==> config.mk <==
export PLATFORM = sky130hd
export DESIGN_NAME = uart_tx_arbiter
export DESIGN_NICKNAME = d
export VERILOG_FILES = /design/src/rtl/uart_tx_arbiter_pkg.sv /design/src/rtl/uart_tx_arbiter_rr_pick.sv /design/src/rtl/uart_tx_arbiter.sv
export SDC_FILE = /design/constraint.sdc
export NUM_CORES = 1
export LEC_CHECK = 0
export CAP_MARGIN = 40
export CORE_MARGIN = 2
export CORE_UTILIZATION = 48
export DETAILED_ROUTE_END_ITERATION = 10
export PLACE_DENSITY = 0.83
export SLEW_MARGIN = 20
export SYNTH_ARGS = -nofsm -noshare
export SYNTH_HDL_FRONTEND = slang
export SYNTH_SLANG_ARGS = --single-unit
==> constraint.sdc <==
create_clock -name clk -period 5.2 [get_ports clk]
set_input_delay 0.78 -clock clk [delete_from_list [all_inputs] [get_ports clk]]
set_output_delay 0.78 -clock clk [all_outputs]
set_load 0.005 [all_outputs]
==> src/rtl/uart_tx_arbiter_pkg.sv <==
// Shared definitions for the UART transmit arbiter.
// Holds the FSM state encoding, the largest supported requester count
// and the default starvation timeout.
package uart_tx_arbiter_pkg;

  // FSM encoding kept as plain constants so older tooling can read it.
  localparam logic [0:0] ST_IDLE   = 1'b0;
  localparam logic [0:0] ST_LOCKED = 1'b1;

  // Largest requester count the round-robin picker is sized for.
  localparam int MAX_REQ = 4;

  // Idle cycles a locked owner may withhold valid before losing the lock.
  localparam int DEF_TIMEOUT_CYCLES = 1024;

endpackage

==> src/rtl/uart_tx_arbiter_rr_pick.sv <==
// Combinational round-robin picker.
// Searches req starting one position after ptr, wrapping modulo NUM_REQ,
// and returns the first set bit as a one-hot winner.
//   req  : request vector
//   ptr  : index of the most recent winner (search starts at ptr+1)
//   win  : one-hot winner, zero when nothing requests
//   any  : at least one request bit is set
module uart_tx_arbiter_rr_pick
  import uart_tx_arbiter_pkg::*;
#(
  parameter int NUM_REQ = 2,
  parameter int PTR_W   = 1
) (
  input  logic [NUM_REQ-1:0] req,
  input  logic [PTR_W-1:0]   ptr,
  output logic [NUM_REQ-1:0] win,
  output logic               any
);

  logic hit_s;

  // Walk the positions in priority order; the first requesting one wins.
  always_comb begin
    win   = '0;
    any   = 1'b0;
    hit_s = 1'b0;
    for (int k = 1; k <= NUM_REQ; k++) begin
      for (int j = 0; j < NUM_REQ; j++) begin
        hit_s  = (j == ((int'(ptr) + k) % NUM_REQ)) && req[j] && !any;
        win[j] = win[j] | hit_s;
        any    = any | hit_s;
      end
    end
  end

endmodule

==> src/rtl/uart_tx_arbiter.sv <==
// Shares one UART transmitter between NUM_REQ byte-stream requesters.
// Round-robin arbitration with packet lock: the owner keeps the transmitter
// until it sends a byte flagged last, or until it withholds valid for
// TIMEOUT_CYCLES cycles. A single registered buffer drives the UART.
//   clk, rst_n   : clock, asynchronous active-low reset
//   req_data     : byte of requester i in bits [8i+7:8i]
//   req_valid    : requester i presents a byte
//   req_last     : byte of requester i closes its packet
//   req_ready    : byte of requester i is accepted this cycle
//   tx_data      : byte to the UART
//   tx_valid     : tx_data is valid
//   tx_ready     : UART accepts tx_data
//   grant        : one-hot current owner, zero while idle
//   busy         : a requester holds the lock
//   timeout_evt  : one-cycle pulse when a lock is revoked
module uart_tx_arbiter
  import uart_tx_arbiter_pkg::*;
#(
  parameter int NUM_REQ        = 2,
  parameter int TIMEOUT_CYCLES = DEF_TIMEOUT_CYCLES,
  parameter int CTR_W          = 11
) (
  input  logic                 clk,
  input  logic                 rst_n,
  input  logic [8*NUM_REQ-1:0] req_data,
  input  logic [NUM_REQ-1:0]   req_valid,
  input  logic [NUM_REQ-1:0]   req_last,
  output logic [NUM_REQ-1:0]   req_ready,
  output logic [7:0]           tx_data,
  output logic                 tx_valid,
  input  logic                 tx_ready,
  output logic [NUM_REQ-1:0]   grant,
  output logic                 busy,
  output logic                 timeout_evt
);

  localparam int PTR_W = (NUM_REQ > 2) ? 2 : 1;

  logic [0:0]         state_r;
  logic [NUM_REQ-1:0] grant_r;
  logic [PTR_W-1:0]   ptr_r;
  logic [CTR_W-1:0]   ctr_r;
  logic [7:0]         tx_data_r;
  logic               tx_valid_r;
  logic               timeout_evt_r;

  logic               can_load_s;
  logic               owner_valid_s;
  logic               owner_last_s;
  logic [7:0]         owner_data_s;
  logic [PTR_W-1:0]   owner_idx_s;
  logic               beat_s;
  logic               revoke_s;
  logic [NUM_REQ-1:0] win_s;
  logic               any_s;

  uart_tx_arbiter_rr_pick #(
    .NUM_REQ (NUM_REQ),
    .PTR_W   (PTR_W)
  ) u_rr_pick (
    .req (req_valid),
    .ptr (ptr_r),
    .win (win_s),
    .any (any_s)
  );

  // Select the owner's byte, last flag and index; grant_r is one-hot so OR-ing is a mux.
  always_comb begin
    owner_data_s = 8'h00;
    owner_idx_s  = '0;
    for (int i = 0; i < NUM_REQ; i++) begin
      owner_data_s = owner_data_s | (req_data[8*i +: 8] & {8{grant_r[i]}});
      owner_idx_s  = owner_idx_s | (PTR_W'(i) & {PTR_W{grant_r[i]}});
    end
  end

  // Handshake terms; req_ready is deliberately combinational from tx_ready.
  always_comb begin
    can_load_s    = ~tx_valid_r | tx_ready;
    owner_valid_s = |(req_valid & grant_r);
    owner_last_s  = |(req_last & grant_r);
    req_ready     = (state_r == ST_LOCKED) ? (grant_r & {NUM_REQ{can_load_s}}) : '0;
    beat_s        = (state_r == ST_LOCKED) & owner_valid_s & can_load_s;
    // Only cycles where the owner withholds valid count toward revocation.
    revoke_s      = (TIMEOUT_CYCLES > 0) && (state_r == ST_LOCKED) && !owner_valid_s &&
                    (ctr_r == CTR_W'(TIMEOUT_CYCLES - 1));
  end

  // Arbitration FSM, round-robin pointer and starvation counter.
  always_ff @(posedge clk or negedge rst_n) begin
    if (!rst_n) begin
      state_r       <= ST_IDLE;
      grant_r       <= '0;
      ptr_r         <= PTR_W'(NUM_REQ - 1);
      ctr_r         <= '0;
      timeout_evt_r <= 1'b0;
    end else begin
      timeout_evt_r <= revoke_s;
      case (state_r)
        ST_IDLE: begin
          ctr_r <= '0;
          if (any_s) begin
            grant_r <= win_s;
            state_r <= ST_LOCKED;
          end else begin
            grant_r <= '0;
            state_r <= ST_IDLE;
          end
        end
        ST_LOCKED: begin
          if ((beat_s && owner_last_s) || revoke_s) begin
            // Ending the lock always leaves one IDLE bubble before the next grant.
            state_r <= ST_IDLE;
            grant_r <= '0;
            ptr_r   <= owner_idx_s;
            ctr_r   <= '0;
          end else if (owner_valid_s) begin
            // Beats and UART stalls both prove the owner is still alive.
            ctr_r <= '0;
          end else if (TIMEOUT_CYCLES > 0) begin
            ctr_r <= ctr_r + CTR_W'(1);
          end else begin
            ctr_r <= '0;
          end
        end
        default: begin
          state_r <= ST_IDLE;
          grant_r <= '0;
          ctr_r   <= '0;
        end
      endcase
    end
  end

  // Single-entry output buffer toward the UART.
  always_ff @(posedge clk or negedge rst_n) begin
    if (!rst_n) begin
      tx_data_r  <= 8'h00;
      tx_valid_r <= 1'b0;
    end else if (beat_s) begin
      tx_data_r  <= owner_data_s;
      tx_valid_r <= 1'b1;
    end else if (tx_ready) begin
      tx_valid_r <= 1'b0;
    end else begin
      tx_valid_r <= tx_valid_r;
    end
  end

  assign tx_data     = tx_data_r;
  assign tx_valid    = tx_valid_r;
  assign grant       = grant_r;
  assign busy        = state_r[0];
  assign timeout_evt = timeout_evt_r;

endmodule

# After elaboration in Yosys (flattened, before gate mapping)
# Cells that the tools add are included.
[classes] addsub=3 eq_ne=4 muxes=12 n_bitwise=18 n_reduce_logical=21
[op_table] op="$logic_not 32->1" n=2
[op_table] op="$mux 11" n=2
[op_table] op="$pmux 11 s2" n=1
[op_table] op="$and 8x8->8" n=2
[op_table] op="$add 11x1->11 const B" n=1
[op_table] op="$eq 11x10->1 const B" n=1
[op_table] op="$logic_and 1x1->1" n=10
[op_table] op="$or 8x8->8" n=1
[op_table] op="$and 2x2->2" n=3
[op_table] op="$mux 2" n=3
[op_table] op="$or 1x1->1" n=6
[op_table] op="$eq 2x2->1 const A" n=2
[op_table] op="$logic_not 1->1" n=4
[op_table] op="$mux 1" n=4
[op_table] op="$pmux 2 s2" n=1
[op_table] op="$reduce_or 2->1" n=2
[op_table] op="$add 1x1->1 const B" n=2
[op_table] op="$and 1x1->1" n=2
[op_table] op="$and 1x1->1 const A" n=2
[op_table] op="$ne 2x1->1 const B" n=1
[op_table] op="$not 1->1" n=2
[op_table] op="$pmux 1 s2" n=1
[op_table] op="$reduce_and 2->1" n=1
[op_table] op="$reduce_bool 2->1" n=1
[op_table] op="$logic_or 1x1->1" n=1
[word_totals] register_bits=25 input_bits=23 out_inout_bits=15 word_cells=65

# Logic depth before layout (Yosys ltp)
# Gate-level depths: netlist (run 1).
[depth] ltp_word=15 ltp_mapped=5 ltp_nobuf=5

# Cells and area by module
# A second synthesis (run 1) with hierarchy kept.
[unflattened] cells_unflattened=107 hier_area_um2=1233.7
[modules_own_cells] module="uart_tx_arbiter" n_inst=1 cells_per_inst=103 area_per_inst_um2=1208.7 seq_area_each_um2=626.9
[modules_own_cells] module="uart_tx_arbiter_rr_pick" n_inst=1 cells_per_inst=4 area_per_inst_um2=25.0 seq_area_each_um2=0.0

# Least setup slack after synthesis (run 1)
# OpenSTA, ideal clock, no wires.
[synth_path] kind="input to output" from="input tx_ready" to="output req_ready[0]" t_arrival_ns=1.117 required_time_ns=4.420 path_slack_ns=3.303 stages=2 n_path_buf=0 path_cell_list="nand2b_1 > and3_1"
[synth_via] elab_chain_cells=3
[synth_rtl] element="start, declared" line_no="uart_tx_arbiter.sv:31" source="input logic tx_ready,"
[synth_rtl] element="$or 1x1->1" line_no="uart_tx_arbiter.sv:79" source="can_load_s = ~tx_valid_r | tx_ready;"
[synth_rtl] element="$and 2x2->2" line_no="uart_tx_arbiter.sv:82" source="req_ready = (state_r == ST_LOCKED) ? (grant_r & {NUM_REQ{can_load_s}}) : '0;"
[synth_rtl] element="$mux 2" line_no="uart_tx_arbiter.sv:82"
[synth_rtl] element="end, declared" line_no="uart_tx_arbiter.sv:28" source="output logic [NUM_REQ-1:0] req_ready,"
# No other way between the ends.

# Final worst setup path (run 1)
[layout_path] from="input tx_ready" to="output req_ready[1]"
# Same word-level chain as after synthesis.

==> summary.md, run 1 <==
| Metric | Value |
|---|---|
| RSZ-0062 raised after global routing | `false` |
| Setup Fix Bufs, Post-CTS | `0` |
| Initial antenna violation count | `0` |
| Post-DP HPWL | `between 1500 and 2000 µm` |
| PwrDens | `roughly 400 nW/µm²` |
| Mapped Cells | `115` |
| H-Tree Depth | `1` |
| Hold_sp | `tx_data[7]` |
| Via/cell ratio | `between 5 and 6` |
| Clock skew | `~0.0065 ns` |
| WP data required | `4.42 ns` |
| DRC | `0` |
| Post-Syn Nets | `approximately 140` |
| Vias in the first global route | `912` |
| ANT nets after route | `0` |
| Worst path arrival time | `a little over 2 ns` |
| Fmax | `approximately 350 MHz` |
| Worst setup path class | `in -> out` |
| CTS Buffer Depth | `2` |
| Number of synthesized flops with an enable pin | `0` |
| R2r endpoint | `ptr_r` |
| Worst min path class | `reg -> reg` |
| Total Neg Setup Slack | `0 ns` |
| Worst path bufs/invs | `2` |
| Hold path cells | `2` |
| Antenna cells | `0` |
| Total track usage | `between 20 and 25%` |
| Share of cells above drive strength 1 | `5.88%` |
| Slowest CP cell | `clkdlybuf4s50_1` |
| Overflow after GRT | `0` |
| Worst slew margin | `between 60% and 70%` |
| Worst r2r src | `grant[1]` |
| Clock root cell | `clkbuf_4` |
| Crit. End Element | `output pin` |
| Async SR Flop Fraction | `100%` |
| Synth unique cells | `26` |
| Pleak | `around 0.00067 µW` |
| WL/cell | `approximately 14 µm` |
| Post-CTS Hold Buffers | `0` |
| Rows | `17` |
| Delay of the slowest critical-path stage | `roughly 0.5 ns` |
| Mapped Avg Cell Area | `~10 µm²` |
| Final setup vio count | `0` |
| Worst-Skew Late Latency | `0.32 ns` |
| First-pass GRT wire length | `between 4000 and 5000 µm` |
| Total Wirelength | `roughly 2500 µm` |
| CP dominant cell by count | `clkdlybuf4s50_1` |
| Worst-path fanout max | `4` |
| Post-Place Setup Slack | `2.38 ns` |
| Reg2reg path depth | `4` |
| Worst Max-Slew Pin Slew | `0.572 ns` |
| Area grow syn2layout | `39.0%` |
| Clk sinks | `25` |
| Drt pass-1 iters | `4` |
| CP startpoint kind | `primary input` |
| Fin. Hold Viols | `0` |
| Maximum vdd drop | `around 260 µV` |
| Min cycle time layout | `between 2 and 3 ns` |
| Post-layout net count | `between 150 and 200` |
| Core area | `2230 µm²` |
| Tcrit/Tclk final | `54.5%` |
| Final slew viol count | `0` |
| Register-to-register setup slack | `roughly 3.2 ns` |
| Fillers | `around 180` |
| Slack of the critical path | `around 2.4 ns` |
| Largest net degree at the start of global routing | `19` |
| Initial drt markers | `38` |
| Starting Density | `51.4%` |
| GPL Wtd Cong | `between 0.8 and 0.9` |
| Max Cap Viol | `0` |
| Die width | `around 53 µm` |
| Die Area | `2800 µm²` |
| Primary FF master, synth | `dfrtp_1` |
| WHS Endpoint | `tx_data[7]` |
| Number of buffers created by CTS | `3` |
| Port bufs | `37` |
| Mapped cell area | `1150 µm²` |
| FF+latch count, synth | `25` |
| Worst-path clk slew | `0.15 ns` |
| Worst path top cell family by delay | `buffers and inverters` |
| Top-level port count | `38` |
| DIE HEIGHT | `~53 µm` |
| Worst-path cell chain | `clkdlybuf4s50_1 > nand2b_1 > and3_1 > clkdlybuf4s50_1` |
| Via count | `984` |
| Yosys warning count | `0` |
| PostCTS Resize Cnt | `0` |
| Register area share after synthesis | `54.6%` |
| TritonCTS clock tree | `yes` |
| Status | `completed` |
## metal layers
| layer | up-vias | share of wire [%] | track usage (%) |
|---|---|---|---|
| li1 | 487 | - | - |
| met1 | 465 | 46 | 29.6 |
| met2 | 30 | 49 | 32.1 |
| met3 | 2 | 4.0 | 2.54 |
| met4 | 0 | 0.63 | 7.69 |
| met5 | - | 0 | 0 |
## worst max-delay path by stage
| stage | from | depth (start not counted) | end | slack (ns) |
|---|---|---|---|---|
| floorplan | tx_ready | 2 | req_ready[0] | 3.30 |
| global placement | tx_ready | 4 | req_ready[1] | 2.40 |
| detailed placement | tx_ready | 4 | req_ready[1] | 2.38 |
| CTS | tx_ready | 4 | req_ready[1] | 2.37 |
| global route | tx_ready | 4 | req_ready[1] | 2.31 |
| finish | tx_ready | 4 | req_ready[1] | 2.37 |
## synth_stat cells (2+ instances only)
cell type  number  share of area [%]
dfrtp_1        24                 52
nand2_1        19                6.2
nor2_1         12                3.9
o21ai_0        12                5.2
a22oi_1        10                6.5
xnor2_1         6                4.6
and3_1          3                1.6
clkbuf_1        3               0.98
nand3_1         3                1.3
nor3_1          3                1.3
o22ai_1         3                1.6
inv_1           2               0.65
xor2_1          2                1.5
## layout make-up
cell class                 instances  area, µm²  area share (%)
timing repair buffer              38        398            24.9
inverter                           2       7.51           0.470
sequential                        25        627            39.3
clock inverter                     1       8.76           0.549
tap                               28       35.0            2.19
multi-input combinational         84        498            31.2
clock buffer                       3       22.5            1.41
## metrics by stage
step | util (%) | std cells | power, µW | hold slack, ns | instance area [µm²]
floorplan | - | 115 | 415 | 0.453 | 1150
global placement | 68.9 | 176 | 537 | 0.464 | 1540
detailed placement | 70.1 | 177 | 550 | 0.474 | 1570
CTS | 71.5 | 181 | 642 | 0.506 | 1600
global route | 71.5 | 181 | 686 | 0.524 | 1600
finish | 71.5 | 181 | 637 | 0.500 | 1600
## where the power goes
| group | switching [µW] | internal (µW) |
|---|---|---|
| Clock | 60.8 | 31.3 |
| Combinational | 105 | 135 |
| Sequential | 60.0 | 245 |
| Total | 226 | 411 |
## state kept, by name (all words and copies together), names as in the netlist
name,flops
timeout_evt,1
tx_data,8
tx_valid,1
grant,2
ptr_r,1
ctr_r,11
busy,1
## cells by family after synthesis
logic type      after synthesis  share of synthesized area (%)
compound gates               28                           16.1
xor+xnor                      8                           6.10
fa+ha+maj                     1                           1.09
buf+inv                       6                           2.07
flops                        25                           54.6
mux                           1                          0.980
simple gates                 46                           19.1
## cell usage in the layout (no fill, tap or decap)
master / netlist / final
xnor2_1: 6 / 6
nand2b_1: 1 / 1
buf_16: 0 / 1
clkbuf_4: 0 / 3
and3_1: 3 / 3
inv_6: 0 / 1
ha_1: 1 / 1
nand3_4: 1 / 1
o311a_1: 1 / 1
nor3_1: 3 / 3
dfstp_2: 1 / 1
nand3_1: 3 / 3
clkdlybuf4s50_1: 0 / 37
xor2_1: 2 / 2
nand4_1: 1 / 1
nor4_1: 1 / 1
or3_1: 1 / 1
nor2_1: 12 / 12
inv_1: 2 / 2
a22oi_1: 10 / 10
o22ai_1: 3 / 3
or4_4: 1 / 1
mux2_1: 1 / 1
a22o_1: 1 / 1
o21ai_0: 12 / 12
o22ai_2: 1 / 1
nand2_1: 19 / 19
dfrtp_1: 24 / 24
## tightest hold or removal path: cells and delay by family (launching register included)
| family | cells | cell delay [ns] |
|---|---|---|
| and+or+nand+nor | 1 | 0.04 |
| AOI/OAI and AO/OA | 1 | 0.06 |
| DFF | 1 | 0.37 |
Note: power is estimated with default switching activity, not from simulation.
==> run 2: changes to the inputs <==
--- a/config.mk
+++ b/config.mk
@@ -7,9 +7,9 @@
 export LEC_CHECK = 0
 export CAP_MARGIN = 40
 export CORE_MARGIN = 2
-export CORE_UTILIZATION = 48
+export CORE_UTILIZATION = 44
 export DETAILED_ROUTE_END_ITERATION = 10
-export PLACE_DENSITY = 0.83
+export PLACE_DENSITY = 0.77
 export SLEW_MARGIN = 20
 export SYNTH_ARGS = -nofsm -noshare
 export SYNTH_HDL_FRONTEND = slang
==> constraint.sdc (replaced) <==
create_clock -name clk -period 2.9 [get_ports clk]
set_input_delay 0.435 -clock clk [delete_from_list [all_inputs] [get_ports clk]]
set_output_delay 0.435 -clock clk [all_outputs]
set_load 0.005 [all_outputs]
==> run 2 against run 1 <==
Register-to-register slack worse by 2.1 ns. Sequential share of layout area rose by 0.37 points. Global-route usage fell by 2.7 points. Utilization shrank 7.6 points. Power up 77%. Sequential cell count is the same. Critical path depth is the same. Combinational power is 81% higher.
==> summary.md, run 2 (synthesized netlist as in run 1, its figures left out) <==
| Metric | Value |
|---|---|
| Status | `completed` |
| Tcrit/Tclk final | `about three quarters` |
| Setup Fix Bufs, Post-CTS | `0` |
| Share of cells above drive strength 1 | `roughly 5.8%` |
| Area grow syn2layout | `37.7%` |
| Design area | `1580 µm²` |
| Worst-path clk slew | `~0.13 ns` |
| Antenna cells | `0` |
| Dpl cell area | `approximately 1600 µm²` |
| Most frequent cells in the layout | `clkdlybuf4s50_1, dfrtp_1, nand2_1` |
| Vias in the first global route | `between 800 and 900` |
| Clk sinks | `25` |
| Worst slew margin | `about 70%` |
| Worst min path class | `in -> async` |
| Max reg flops | `11` |
| ANT nets after route | `0` |
| Worst setup path class | `in -> out` |
| Top-level port count | `38` |
| Gate power share | `38.4%` |
| Worst path arrival time | `~1.7 ns` |
| Worst Max-Slew Pin Slew | `between 0.4 and 0.5 ns` |
| Total Wirelength | `between 2000 and 2500 µm` |
| First-pass GRT wire length | `slightly below 4000 µm` |
| Total Neg Setup Slack | `0 ns` |
| Sw frac | `roughly a third` |
| RSZ-0062 raised after global routing | `false` |
| Seq pwr share | `48.1%` |
| Initial antenna violation count | `0` |
| Pleak | `between 0.0006 and 0.0007 µW` |
| Final setup vio count | `0` |
| Maximum vdd drop | `620 µV` |
| TritonCTS clock tree | `yes` |
| CTS Buffer Depth | `2` |
| Clock root cell | `clkbuf_4` |
| Min cycle time layout | `about 2.2 ns` |
| Critical Path End | `req_ready[0]` |
| Drt pass-1 iters | `4` |
| Starting Density | `around 46%` |
| Post-DP HPWL | `roughly 1900 µm` |
| Overflow after GRT | `0` |
| Post-layout net count | `179` |
| Crit. Startpoint | `tx_ready` |
| DRC | `0` |
| PostCTS Resize Cnt | `0` |
| Largest Register | `ctr_r` |
| Max Cap Viol | `0` |
| Core area | `2480 µm²` |
| Largest net degree at the start of global routing | `26` |
| CP startpoint kind | `primary input` |
| WL/cell | `around 14 µm` |
| PwrDens | `between 700 and 800 nW/µm²` |
| Worst r2r src | `ctr_r[0]` |
| Pint | `739 µW` |
| Number of buffers created by CTS | `3` |
| Via count | `987` |
| WP data required | `~2.5 ns` |
| Port bufs | `37` |
| Fmax | `between 400 and 500 MHz` |
| Total power | `approximately 1100 µW` |
| Rows | `18` |
| Fin. Hold Viols | `0` |
| Register-to-register setup slack | `about 1.0 ns` |
| Via/cell ratio | `5.36` |
| DIE HEIGHT | `roughly 55 µm` |
| Most common cell after layout, fill and taps aside | `clkdlybuf4s50_1` |
| Clock share of power | `between 10% and 20%` |
| Crit. End Element | `output pin` |
| Die width | `~55 µm` |
| Worst-Skew Late Latency | `around 0.32 ns` |
| NetSw | `just under 400 µW` |
| Post-CTS Hold Buffers | `0` |
| Final slew viol count | `0` |
| Die Area | `approximately 3000 µm²` |
| GPL Wtd Cong | `0.744` |
| H-Tree Depth | `1` |
| Worst-path fanout max | `4` |
| Clock skew | `0.00565 ns` |
| Post-layout util | `between 60% and 70%` |
| Total track usage | `18.0%` |
| Reg2reg path depth | `5` |
| Initial drt markers | `17` |
| R2r endpoint | `ptr_r` |
==> run 2: cell count changes in the layout (fill, tap and decap cells not counted), sizes merged <==
cell,before,now
clkbuf,3,4
inv,3,2
buf,1,2
==> run 2: through the flow <==
step / setup WS, ns / instances / hold WS [ns]
final: 0.733 / 184 / 0.454
after global routing: 0.655 / 184 / 0.475
after CTS: 0.721 / 184 / 0.469
after detailed placement: 0.735 / 180 / 0.473
after global placement: 0.750 / 180 / 0.465
after floorplan: 1.21 / 115 / 0.139
==> run 2: worst min-delay path by stage <==
stage | start | endpoint | slack [ns] | depth (start not counted)
floorplan | rst_n | busy | 0.14 | 0
finish | rst_n | ctr_r[5] | 0.45 | 2
global route | rst_n | ctr_r[9] | 0.47 | 2
CTS | rst_n | ctr_r[8] | 0.47 | 2
global placement | tx_data[4] | tx_data[4] | 0.46 | 2
detailed placement | tx_data[0] | tx_data[0] | 0.47 | 2
==> run 2: area by class of cell <==
type | instances | area, µm²
timing repair buffer | 39 | 385
inverter | 2 | 7.51
multi-input combinational | 84 | 498
fill | 223 | 896
sequential | 25 | 627
clock buffer | 4 | 26.3
tap | 30 | 37.5
==> run 2: layer usage <==
| metal | GRT usage [%] | vias up | share of wire [%] |
|---|---|---|---|
| li1 | - | 488 | - |
| met1 | 23.6 | 482 | 46 |
| met2 | 29.4 | 15 | 50 |
| met3 | 4.03 | 2 | 3.2 |
| met4 | 6.10 | 0 | 0.92 |
| met5 | 0 | - | 0 |
==> run 2: critical path, stage by stage <==
cell and delay (ns):
clkdlybuf4s50_1 0.45, nand2b_1 0.17, and3_1 0.17, clkdlybuf4s50_1 0.50
==> run 2: power by group through the flow <==
stage / logic (µW) / clock network (µW) / registers (µW)
6_report: 434 / 152 / 543
5_1_grt: 487 / 177 / 556
4_1_cts: 441 / 158 / 542
3_5_place_dp: 439 / 0 / 548
3_3_place_gp: 427 / 0 / 545
2_1_floorplan: 236 / 0 / 508
